### src/rtl/decoder_scan_if.sv
// Control/status bundle between a scan master and the decoder scan sequencer.
// The master drives the scan request and channel setup, the sequencer returns decoder drive and status.
interface decoder_scan_if #(
    parameter int SEL_W   = 3,
    parameter int DWELL_W = 8
);
    localparam int N_CH = 2**SEL_W;

    logic               start;
    logic               stop;
    logic               mode;
    logic [N_CH-1:0]    ch_mask;
    logic [DWELL_W-1:0] dwell;
    logic [SEL_W-1:0]   sel;
    logic               en;
    logic               busy;
    logic               done;

    modport master (
        output start, stop, mode, ch_mask, dwell,
        input  sel, en, busy, done
    );

    modport slave (
        input  start, stop, mode, ch_mask, dwell,
        output sel, en, busy, done
    );
endinterface

### src/rtl/decoder_scan_ctrl.sv
// Scan sequencer for a 3-to-8 style decoder: walks the channels set in a latched
// mask, holding each for dwell+1 cycles, with an optional one-cycle en=0 gap between channels.
module decoder_scan_ctrl #(
    parameter int SEL_W   = 3,
    parameter int DWELL_W = 8,
    parameter bit GAP_EN  = 1'b1
) (
    input logic           clk,
    input logic           rst,
    decoder_scan_if.slave scan
);
    localparam int N_CH = 2**SEL_W;

    typedef enum logic [1:0] {IDLE, DWELL, GAP} state_t;

    state_t             state;
    logic [SEL_W-1:0]   sel_q;
    logic               en_q;
    logic               busy_q;
    logic               done_q;
    logic [N_CH-1:0]    mask_q;
    logic [DWELL_W-1:0] dwell_q;
    logic               mode_q;
    logic [DWELL_W-1:0] cnt;

    logic [SEL_W:0]     above;
    logic               have_next;
    logic [SEL_W-1:0]   nxt_sel;

    function automatic logic [SEL_W-1:0] lowest_set(input logic [N_CH-1:0] m);
        lowest_set = '0;
        for (int k = N_CH - 1; k >= 0; k--)
            if (m[k]) lowest_set = SEL_W'(k);
    endfunction

    // Returns {found, index} of the lowest set bit strictly above cur.
    function automatic logic [SEL_W:0] next_above(input logic [N_CH-1:0] m,
                                                  input logic [SEL_W-1:0] cur);
        next_above = '0;
        for (int k = N_CH - 1; k >= 0; k--)
            if (m[k] && (k > int'(cur))) next_above = {1'b1, SEL_W'(k)};
    endfunction

    always_comb begin
        above     = next_above(mask_q, sel_q);
        have_next = above[SEL_W] | mode_q;
        nxt_sel   = above[SEL_W] ? above[SEL_W-1:0] : lowest_set(mask_q);
    end

    always_ff @(posedge clk) begin
        if (rst) begin
            state   <= IDLE;
            sel_q   <= '0;
            en_q    <= 1'b0;
            busy_q  <= 1'b0;
            done_q  <= 1'b0;
            mask_q  <= '0;
            dwell_q <= '0;
            mode_q  <= 1'b0;
            cnt     <= '0;
        end else begin
            done_q <= 1'b0;
            case (state)
                IDLE: begin
                    if (scan.start && !scan.stop) begin
                        if (scan.ch_mask != '0) begin
                            mask_q  <= scan.ch_mask;
                            dwell_q <= scan.dwell;
                            mode_q  <= scan.mode;
                            sel_q   <= lowest_set(scan.ch_mask);
                            cnt     <= scan.dwell;
                            en_q    <= 1'b1;
                            busy_q  <= 1'b1;
                            state   <= DWELL;
                        end else begin
                            done_q <= 1'b1;
                        end
                    end
                end
                DWELL: begin
                    if (scan.stop) begin
                        en_q   <= 1'b0;
                        busy_q <= 1'b0;
                        state  <= IDLE;
                    end else if (cnt != '0) begin
                        cnt <= cnt - DWELL_W'(1);
                    end else if (have_next) begin
                        // With the gap, sel moves while en is low so two outputs never overlap.
                        sel_q <= nxt_sel;
                        if (GAP_EN) begin
                            en_q  <= 1'b0;
                            state <= GAP;
                        end else begin
                            cnt <= dwell_q;
                        end
                    end else begin
                        en_q   <= 1'b0;
                        busy_q <= 1'b0;
                        done_q <= 1'b1;
                        state  <= IDLE;
                    end
                end
                GAP: begin
                    if (scan.stop) begin
                        busy_q <= 1'b0;
                        state  <= IDLE;
                    end else begin
                        en_q  <= 1'b1;
                        cnt   <= dwell_q;
                        state <= DWELL;
                    end
                end
                default: state <= IDLE;
            endcase
        end
    end

    assign scan.sel  = sel_q;
    assign scan.en   = en_q;
    assign scan.busy = busy_q;
    assign scan.done = done_q;
endmodule

### src/flat_wrapper.sv
// flat-port wrapper written by rule: the top's interface ports become plain ports
module decoder_scan_ctrl_flat 
#(
    parameter int SEL_W   = 3,
    parameter int DWELL_W = 8,
    parameter bit GAP_EN  = 1'b1
)
  (clk, rst, scan_start, scan_stop, scan_mode, scan_ch_mask, scan_dwell, scan_sel, scan_en, scan_busy, scan_done);
  decoder_scan_if #(.SEL_W(SEL_W), .DWELL_W(DWELL_W)) scan_i ();
  input logic clk;
  input logic rst;
  input wire logic [$bits(scan_i.start)-1:0] scan_start;
  input wire logic [$bits(scan_i.stop)-1:0] scan_stop;
  input wire logic [$bits(scan_i.mode)-1:0] scan_mode;
  input wire logic [$bits(scan_i.ch_mask)-1:0] scan_ch_mask;
  input wire logic [$bits(scan_i.dwell)-1:0] scan_dwell;
  output wire logic [$bits(scan_i.sel)-1:0] scan_sel;
  output wire logic [$bits(scan_i.en)-1:0] scan_en;
  output wire logic [$bits(scan_i.busy)-1:0] scan_busy;
  output wire logic [$bits(scan_i.done)-1:0] scan_done;
  assign scan_i.start = scan_start;
  assign scan_i.stop = scan_stop;
  assign scan_i.mode = scan_mode;
  assign scan_i.ch_mask = scan_ch_mask;
  assign scan_i.dwell = scan_dwell;
  assign scan_sel = scan_i.sel;
  assign scan_en = scan_i.en;
  assign scan_busy = scan_i.busy;
  assign scan_done = scan_i.done;
  decoder_scan_ctrl #(.SEL_W(SEL_W), .DWELL_W(DWELL_W), .GAP_EN(GAP_EN)) u_core (.clk(clk), .rst(rst), .scan(scan_i));
endmodule
### config.mk
export PLATFORM = sky130hd
export DESIGN_NAME = decoder_scan_ctrl_flat
export DESIGN_NICKNAME = d
export VERILOG_FILES = /design/src/rtl/decoder_scan_if.sv /design/src/rtl/decoder_scan_ctrl.sv /design/src/flat_wrapper.sv
export SDC_FILE = /design/constraint.sdc
export NUM_CORES = 1
export LEC_CHECK = 0
export CAP_MARGIN = 30
export CORE_ASPECT_RATIO = 0.5
export CORE_MARGIN = 4
export CORE_UTILIZATION = 55
export CTS_BUF_LIST = sky130_fd_sc_hd__clkbuf_16
export CTS_CLUSTER_DIAMETER = 150
export DETAILED_ROUTE_END_ITERATION = 10
export PLACE_DENSITY = 0.8
export SLEW_MARGIN = 10
export SYNTH_ARGS = -nofsm -noshare
export SYNTH_HDL_FRONTEND = slang
export SYNTH_SLANG_ARGS = --single-unit
### constraint.sdc
create_clock -name clk -period 2.6 [get_ports clk]
set_input_delay 0.26 -clock clk [delete_from_list [all_inputs] [get_ports clk]]
set_output_delay 0.26 -clock clk [all_outputs]
set_load 0.03 [all_outputs]
* Word level (Yosys, flattened, before mapping)
Index checks and enable logic that the tools add are counted.
Storage, ports and cells: output and inout bits 6, bits in registers 33, word-level logic and storage cells 110, input bits 21
Cells by class: reduce and logical (&&, ||, !) cells 20, add/subtract/negate cells 1, bitwise logic cells 1, multiplexer cells 60, eq/ne operators 12, $lt $le $gt $ge 7
Operator list (number):
- $mux 3 | 22
- $mux 8 | 5
- $mux 4 | 7
- $pmux 8 s3 | 1
- $reduce_and 6->1 | 3
- $reduce_bool 8->1 | 2
- $mux 1 | 15
- $gt 3x3->1 const A | 4
- $mux 2 | 5
- $logic_and 1x1->1 | 8
- $ne 2x1->1 const B | 4
- $ne 2x2->1 const B | 4
- $sub 8x1->8 const B | 1
- $gt 2x3->1 const A | 2
- $ne 3x3->1 const B | 2
- $pmux 1 s3 | 2
- $pmux 2 s3 | 1
- $pmux 3 s2 | 1
- $reduce_and 3->1 | 2
- $reduce_and 5->1 | 1
- $gt 1x3->1 const A | 1
- $reduce_bool 3->1 | 1
- $eq 2x1->1 const B | 1
- $eq 2x2->1 const B | 1
- other kinds (5) | 5

* Logic depth before layout (Yosys ltp)
Gate-level depths: netlist of the first run.
word-level depth 14, mapped depth 9, depth with buffers taken out 8

* Worst setup path before layout of the first run
No wires, ideal clock.
kind reg2reg, start register u_core.cnt[0], end register u_core.sel_q[0], in the netlist u_core.scan.sel[0], path slack 501 ps, path buffers 0, cell stages (with the launch flop) 9, arrival 2032 ps, library setup time 67 ps, clock period less this slack 2099 ps, required time 2533 ps, cell sequence dfxtp_1 inv_1 ha_1 or3b_2 nor3_4 nor2_1 a311o_1 a211o_1 a21oi_2
Between the ends: cells in the longest elaborated chain, start to end 3
RTL lines:
- start, declared | line decoder_scan_ctrl.sv:24 | logic [DWELL_W-1:0] cnt;
- start signal, assigned | line decoder_scan_ctrl.sv:71 | cnt <= scan.dwell;
- start signal, assigned | line decoder_scan_ctrl.sv:86 | cnt <= cnt - DWELL_W'(1);
- start signal, assigned | line decoder_scan_ctrl.sv:94 | cnt <= dwell_q;
- $reduce_bool 8->1 | line decoder_scan_ctrl.sv:85 | end else if (cnt != '0) begin
- $ne 2x2->1 (no line)
- $reduce_and 6->1 (no line)
- end signal, assigned | line decoder_scan_ctrl.sv:70 | sel_q <= lowest_set(scan.ch_mask);
- end signal, assigned | line decoder_scan_ctrl.sv:89 | sel_q <= nxt_sel;
- end, declared | line decoder_scan_ctrl.sv:17 | logic [SEL_W-1:0] sel_q;
Every way passes these cells. A chain may end at the register's enable or synchronous reset.

* Worst setup path after layout of the first run
start register u_core.cnt[0], end register u_core.cnt[6]
Between the ends: cells in the longest elaborated chain, start to end 4, elaborated cells on any way between the ends 7, classes of those cells add/sub: 1; eq/ne: 1; mux: 3; reduce/logical: 2
RTL lines:
- $sub 8x1->8 | line decoder_scan_ctrl.sv:86
- $mux 8 | line decoder_scan_ctrl.sv:85
- $mux 8 | line decoder_scan_ctrl.sv:81 | if (scan.stop) begin
- $pmux 8 s3 | line decoder_scan_ctrl.sv:63 | case (state)
Parallel ways exist; a longest one is shown, timed or not. The select of a mux whose other input is x is not followed.

==> flow_summary.ini, run 1 <==
[run_status]
status = completed

[detailed_routing]
route.detailed.drc = 0
routed_wl_mm = 4.84
drtIter0Drc = 99
wl_per_cell_um = 14.7
viasPerCell = 5.90
ant_nets = 0
drtPass1Iterations = 4
dr_total_vias = 1947

[power_and_ir_drop]
vdd_drop_max_mv = 0.399
p_leak_nw = 0.921
power_density_nw_per_um2 = 796
power_mw = 1.97

[yosys]
synthesis.area_um2 = 2000
synth_xor_area_frac = 0.0219
synth_compound_area_frac = 0.244
yosys.cell_count.top_type = nor2_1
seq_area_frac_synth = 0.330
synth_area_leaders = dfxtp_1, mux2i_1, nor2_1, a21oi_1, nand2_1
synth_largest_area_cell = dfxtp_1
ys.flop_type = dfxtp_1
ys_ff_latch = 33
yosys.area.top_type_share = 0.330
async_reset_ff_frac = 0
synth-edff-count = 0
synthMuxAreaShare = 0.0850
synthTopCellsByCount = nor2_1, dfxtp_1, nand2_1
synthSimpleGateAreaFrac = 0.231
synth_cells = 253
syn_avg_cell_area_um2 = 7.91
synth_cell_types = 48
yosysWarnings = 0
synth_fp_nets = 280
synth_adder_area_share = 0.0375
synth_top_family_by_area = compound AO/OA/AOI/OAI gates

[sta]
hold_viol_final = 0
tightest_slew_ns = 0.671
finalClockSkew_ns = 0.00341
setup_viol = 0
fmaxAchievable_ghz = 0.419
final.period_utilization = 0.919
rsz0062_at_grt = false
period_needed_ns = 2.39
slew_viol_final = 0
max-slew-margin-rel = 0.553
fin_setup_tns_ns = 0

[clock_network]
clock_latency_ns = 0.28
cts.clk_slew.worst_paths_ns = 0.05
cts_buffers = 5
clock-sinks = 33
cts-root-buf = clkbuf_16
post_cts_resized = 0
postCtsSetupBuffers = 0
cts_buffer_depth = 2
htree_levels = 2
hold_buffers = 0
cts_tree = built

[grt]
met3_usage = 0.0449
grt_overflow_total = 0
grt_pass1_wl_mm = 8.32
track_usage = 0.220
grt_util_met1 = 0.265
grt_pass1_vias = 1838
busiest_layer = met2
grt_antenna_before_repair = 0
grt_start_max_net_pins = 21
met2_usage = 0.395

[floorplanning]
die_w_um = 93.3
io_pins = 27
core-area_um2 = 3470
placementRows = 15
dieHeight_um = 50.7
start_util = 0.577
die_area_um2 = 4730

[layout]
instances_no_fill = 330
layout.nets = 305
area_delta_synth_final_pct = 23.9
drive_gt1_frac = 0.0681
antenna_cells = 0

[critical_path]
timing.rr.end = u_core.cnt[6]
cp_slowest_cell = o21ai_2
reg2reg_slack_ns = 0.21
required_ns = 2.73
path_class = reg -> reg
cp_data_arrival_time_ns = 2.52
path_cells = inv_1 > ha_1 > or3b_2 > nor2_1 > nor2_1 > o21ai_2 > a211o_1 > a21oi_1
cp-end-kind = flop
cp-startpoint = u_core.cnt[0]
critical_path_cell_count = 8
crit_end = u_core.cnt[6]
slowest_delay_ns = 0.56
crit_path_frequent_cell = nor2_1
cp_num_buf_inv = 1
r2r_start = u_core.cnt[0]
start_kind = flop
reg2reg_depth = 8
path_delay_family = compound AO/OA/AOI/OAI gates
cp_max_fo = 16

[hold_path]
hold_class = reg -> reg
min_from = u_core.cnt[7]

[place]
dp_cells = 322
dp_hpwl_mm = 3.48
gp_congestion = 0.916
io_buffers = 26

[flow_run]
maxCapViolations = 0
-- metrics by stage --
step | area (um^2) | utilization | hold slack [ns] | setup slack, ns
2_1_floorplan | 2000 | - | 0.407 | 0.501
3_3_place_gp | 2300 | 0.662 | 0.471 | 0.178
3_5_place_dp | 2310 | 0.666 | 0.483 | 0.105
4_1_cts | 2480 | 0.714 | 0.491 | 0.232
5_1_grt | 2480 | 0.714 | 0.520 | 0.0273
6_report | 2480 | 0.714 | 0.492 | 0.211
-- worst min-delay path, cell delays in order, from the launching register on --
cell	delay, ns
dfxtp_1	0.32
nand2_1	0.06
a21oi_1	0.06
-- cell type report --
cell class	instances	area, um^2
Timing Repair Buffer	30	298
Clock buffer	5	125
Fill cell	283	992
Multi-Input combinational cell	194	1240
Sequential cell	33	661
Tap cell	51	63.8
Clock inverter	3	41.3
Inverter	14	52.6
-- logic make-up after synthesis --
kind of cell / Yosys count
AND/OR/NAND/NOR: 96
buffers and inverters: 26
multiplexers: 17
XOR/XNOR: 5
flip-flops: 33
AO/OA/AOI/OAI: 70
adder cells (fa/ha/maj): 6
-- state kept, by name, indices dropped and copies added (netlist names) --
register,flops
u_core.dwell_q,8
u_core.scan.en,1
u_core.state,2
u_core.mask_q,8
u_core.scan.done,1
u_core.cnt,8
u_core.scan.sel,3
u_core.scan.busy,1
u_core.mode_q,1
-- layer usage --
metal,up-vias,wire length (um)
met4,0,22
met2,70,2430
li1,945,-
met5,-,0
met1,928,2160
met3,4,233
-- cell usage in the layout (no fill, tap or decap), drive strengths merged, types with 2 or more instances in the layout --
master and instances:
and2 2, nand3b 2, nor2 43, a21oi 22, nand4b 2, a311o 4
a21boi 2, nand2b 6, xnor2 3, o21a 2, dfxtp 33, a22oi 6
nand2 22, mux2i 17, buf 4, ha 6, nor2b 4, o31a 2
o21ai 10, xor2 2, nor3 5, or4 3, o31ai 3, inv 14
a221oi 4, clkdlybuf4s50 26, nor4 2, nand3 2, a211o 6, clkbuf 5
-- worst min path at each step --
| stage | end | slack, ns | cells past startpoint |
|---|---|---|---|
| global route | u_core.cnt[1] | 0.52 | 2 |
| CTS | u_core.cnt[3] | 0.49 | 2 |
| detailed placement | u_core.cnt[3] | 0.48 | 2 |
| floorplan | u_core.dwell_q[3] | 0.41 | 2 |
| finish | u_core.cnt[7] | 0.49 | 2 |
| global placement | u_core.cnt[3] | 0.47 | 2 |
-- power breakdown --
part	total [mW]	leakage (nW)	internal [mW]	switching, mW
sequential	0.650	0.270	0.568	0.0822
combinational	0.658	0.573	0.294	0.364
clock	0.665	0.0775	0.448	0.217
(Power assumes the default switching activity.)
==> inputs of run 2 (changes only) <==
--- a/config.mk
+++ b/config.mk
@@ -13,6 +13,7 @@
 export CTS_CLUSTER_DIAMETER = 150
 export DETAILED_ROUTE_END_ITERATION = 10
 export PLACE_DENSITY = 0.8
+export SETUP_SLACK_MARGIN = 0.15
 export SLEW_MARGIN = 10
 export SYNTH_ARGS = -nofsm -noshare
 export SYNTH_HDL_FRONTEND = slang
==> run 2 against run 1 <==
Net effect: sequential power is essentially flat; setup slack gained 0.19 ns; non-clock buffer count is the same; count of clock-buffer cells in the layout is the same; global-route usage is the same; hold slack lost 0.0050 ns.
==> flow_summary.ini, run 2 (synthesized netlist as in run 1, its figures left out) <==
[run_status]
status = completed

[critical_path]
cp_max_fo = 5
r2r_start = u_core.cnt[0]
timing.rr.end = u_core.scan.sel[0]
reg2reg_depth = 8
required_ns = 2.78
reg2reg_slack_ns = 0.43
path_class = in -> reg
cp-startpoint = scan_ch_mask[4]
crit_end = u_core.scan.busy
cp-end-kind = flop
start_kind = primary input
cp_data_arrival_time_ns = 2.38

[sta]
fin_setup_tns_ns = 0
fin_ws_ns = 0.402
finalClockSkew_ns = 0.00320
fmaxAchievable_ghz = 0.455
final.period_utilization = 0.845
hold_viol_final = 0
slew_viol_final = 0
hold_slack_ns = 0.487
setup_viol = 0
tightest_slew_ns = 0.602
max-slew-margin-rel = 0.598
rsz0062_at_grt = false
period_needed_ns = 2.20

[power_and_ir_drop]
vdd_drop_max_mv = 0.400
power_mw = 1.98
power_density_nw_per_um2 = 796
p_leak_nw = 0.922

[floorplanning]
die_w_um = 93.3
io_pins = 27
start_util = 0.577
die_area_um2 = 4730
placementRows = 15
core-area_um2 = 3470
dieHeight_um = 50.7

[layout]
area_delta_synth_final_pct = 24.4
multi_input_area_um2 = 1250
top_regs = u_core.cnt: 8 flops, u_core.dwell_q: 8 flops, u_core.mask_q: 8 flops
layout.nets = 305
seqCellArea_um2 = 661
antenna_cells = 0
final_common_cell = nor2_1
drive_gt1_frac = 0.0681
final_cell_mix = nor2_1, dfxtp_1, clkdlybuf4s50_1
fillers = 280

[clock_network]
cts_buffer_depth = 2
postCtsSetupBuffers = 0
cts_tree = built
cts-root-buf = clkbuf_16
cts_buffers = 5
htree_levels = 2
clock-sinks = 33
cts.clk_slew.worst_paths_ns = 0.05
clock_latency_ns = 0.27

[place]
dp_hpwl_mm = 3.48
gp_congestion = 0.916
io_buffers = 26
pre_cts_slack_ns = 0.105

[grt]
grt_start_max_net_pins = 21
grt_overflow_total = 0
grt_pass1_vias = 1838
grt_pass1_wl_mm = 8.32
grt_antenna_before_repair = 0
track_usage = 0.220

[detailed_routing]
ant_nets = 0
drtPass1Iterations = 4
dr_total_vias = 1943
routed_wl_mm = 4.82
wl_per_cell_um = 14.6
route.detailed.drc = 0
drtIter0Drc = 106
viasPerCell = 5.89

[hold_path]
min_path_cells = 2
hold_class = reg -> reg

[flow_run]
maxCapViolations = 0
## run 2: area by class of cell
type	count	area share
Multi-Input combinational cell	194	0.502
Sequential cell	33	0.265
Timing Repair Buffer	30	0.120
Clock buffer	5	0.0503
Tap cell	51	0.0256
Inverter	14	0.0211
Clock inverter	3	0.0166
## run 2: routing by layer
layer / up-vias / part of all wire / track usage
met1: 932 / 0.45 / 0.265
met4: 0 / 0.0075 / 0.0681
met2: 60 / 0.50 / 0.395
met5: - / 0 / 0
li1: 943 / - / -
met3: 8 / 0.042 / 0.0449
## run 2: power breakdown
group | switching [mW] | total, mW | internal [mW]
clock network | 0.215 | 0.663 | 0.448
logic | 0.367 | 0.669 | 0.301
registers | 0.0826 | 0.650 | 0.568
total | 0.665 | 1.98 | 1.32
## run 2: worst min-delay path by stage
stage	start	endpoint	slack [ns]
5_1_grt	u_core.cnt[1]	u_core.cnt[1]	0.52
2_1_floorplan	scan_dwell[3]	u_core.dwell_q[3]	0.41
3_5_place_dp	u_core.cnt[3]	u_core.cnt[3]	0.48
6_report	u_core.cnt[7]	u_core.cnt[7]	0.49
4_1_cts	u_core.cnt[3]	u_core.cnt[3]	0.49
3_3_place_gp	u_core.cnt[3]	u_core.cnt[3]	0.47
## run 2: per-stage QoR
stage / utilization / instance area [um^2] / instances
floorplan: - / 2000 / 253
global placement: 0.662 / 2300 / 321
detailed placement: 0.666 / 2310 / 322
CTS: 0.714 / 2480 / 330
global route: 0.717 / 2490 / 330
finish: 0.717 / 2490 / 330
## run 2: what timing repair did
item | 4_1_cts | 5_1_grt
endpoints found under the setup margin | 0 | 9
gates resized for setup | 0 | 2
hold buffers | 0 | 0
## run 2: critical path: stages
cell and delay [ns]:
clkdlybuf4s50_1 0.47, or4_1 0.63, o21ai_2 0.28, a21oi_1 0.21, o21ai_0 0.17, o31ai_1 0.12
a211oi_1 0.24
==> inputs of run 3 (changes only) <==
==> constraint.sdc (replaced) <==
create_clock -name clk -period 2.1 [get_ports clk]
set_input_delay 0.21 -clock clk [delete_from_list [all_inputs] [get_ports clk]]
set_output_delay 0.21 -clock clk [all_outputs]
set_load 0.03 [all_outputs]
==> run 3 against run 2 <==
Net effect: power is 45% higher; non-clock buffer count is 41 higher; clock skew up 0.00094 ns; sequential share of layout area down 4.2 points; critical path depth rose by 1; core utilization rose by 14 points; cell count grew 12%; register-to-register slack worse by 0.40 ns; critical endpoint is now u_core.scan.sel[1].
==> flow_summary.ini, run 3 (synthesized netlist as in run 1, its figures left out) <==
[detailed_routing]
drtPass1Iterations = 5
viasPerCell = 5.84
ant_nets = 0
routed_wl_mm = 6.18
wl_per_cell_um = 16.7
dr_total_vias = 2168
route.detailed.drc = 0
drtIter0Drc = 128

[hold_path]
min_path_cells = 4
hold_class = in -> reg

[power_and_ir_drop]
seq_power_share = 0.279
p_leak_nw = 1.17
p_comb_frac = 0.433
clockPowerShare = 0.289
vdd_drop_max_mv = 0.644
p_sw_mw = 0.996
p_int_mw = 1.88
power_density_nw_per_um2 = 969
power_mw = 2.87
netSwitchingFraction = 0.346

[sta]
final.period_utilization = 0.985
setup_viol = 0
max-slew-margin-rel = 0.627
hold_viol_final = 0
fmaxAchievable_ghz = 0.483
slew_viol_final = 0
period_needed_ns = 2.07
finalClockSkew_ns = 0.00415
tightest_slew_ns = 0.559
rsz0062_at_grt = true
fin_ws_ns = 0.0306

[floorplanning]
placementRows = 15
core-area_um2 = 3470
start_util = 0.577
dieHeight_um = 50.7
io_pins = 27
die_w_um = 93.3
die_area_um2 = 4730

[clock_network]
cts_tree = built
hold_buffers = 0
cts_buffers = 5
cts-root-buf = clkbuf_16
clock-sinks = 33
cts.clk_slew.worst_paths_ns = 0.05
htree_levels = 2
cts_buffer_depth = 2
clock_latency_ns = 0.28

[place]
dp_hpwl_mm = 3.58
pre_cts_slack_ns = -0.204
io_buffers = 26
gp_congestion = 0.913

[grt]
grt_pass1_wl_mm = 9.87
track_usage = 0.265
grt_start_max_net_pins = 34
grt_antenna_before_repair = 0
grt_overflow_total = 0
grt_pass1_vias = 2119

[layout]
final_util = 0.854
final_common_cell = nor2_1
final_cell_mix = nor2_1, buf_4, dfxtp_1
layout.nets = 346
area_delta_synth_final_pct = 48.1
antenna_cells = 0
top_regs = u_core.cnt: 8 flops, u_core.dwell_q: 8 flops, u_core.mask_q: 8 flops
drive_gt1_frac = 0.253

[critical_path]
path_class = reg -> reg
reg2reg_depth = 8
cp_max_fo = 3
required_ns = 2.29
cp_data_arrival_time_ns = 2.26
start_kind = flop
cp-end-kind = flop

[run_status]
status = completed

[flow_run]
maxCapViolations = 0
## run 3: cell count changes in the layout (fill, tap and decap cells not counted), sizes merged
cell,previous run,this run
buf,4,45
clkdlybuf4s50,26,24
dlymetal6s2s,0,2
## run 3: layout make-up
cell class / instances / area (um^2)
well taps: 51 / 63.8
fillers: 182 / 507
clock inverters: 3 / 41.3
flip-flops and latches: 33 / 663
multi-input cells: 194 / 1360
clock buffers: 5 / 125
repair buffers: 71 / 661
inverters: 14 / 52.6
## run 3: power groups by stage
stage / Clock (mW) / Sequential, mW / Combinational, mW
6_report: 0.829 / 0.801 / 1.24
5_1_grt: 0.866 / 0.813 / 1.33
4_1_cts: 0.830 / 0.793 / 1.07
3_5_place_dp: 0 / 0.804 / 0.915
3_3_place_gp: 0 / 0.796 / 0.896
2_1_floorplan: 0 / 0.818 / 0.586
## run 3: worst paths after layout
path | to | start | slack, ns
setup reg to reg | u_core.scan.sel[1] | u_core.cnt[0] | 0.03
hold reg to reg | u_core.cnt[3] | u_core.cnt[3] | 0.50
hold / removal | u_core.mask_q[0] | scan_ch_mask[0] | 0.36
setup / recovery | u_core.scan.sel[1] | u_core.cnt[0] | 0.03
## run 3: per-layer routing
layer  GRT usage  wire length, um  vias up
met3      0.0569              423       14
met5           0                0        -
met4      0.0900               97        0
li1            -                -     1038
met2       0.478             3170       92
met1       0.312             2490     1024
## run 3: what timing repair did
action | 4_1_cts | 5_1_grt
gates cloned | 0 | 0
pin swaps | 11 | 12
setup endpoints to repair | 14 | 23
buffers inserted | 15 | 3
resized for setup | 23 | 20
## run 3: worst max-delay path, cell delays in order, from the launching register on
cell	delay, ns
dfxtp_2	0.33
inv_2	0.09
ha_4	0.15
or3b_4	0.40
nor3_4	0.24
nor2_2	0.05
a311o_1	0.34
buf_6	0.15
a221oi_2	0.23
## run 3: stage by stage
stage	hold slack, ns	instance area [um^2]	setup TNS (ns)	instances
global placement	0.473	2490	-4.24	344
floorplan	0.357	2000	0	253
global route	0.392	2970	-0.0674	371
CTS	0.490	2860	0	368
finish	0.362	2970	0	371
detailed placement	0.484	2500	-2.67	345
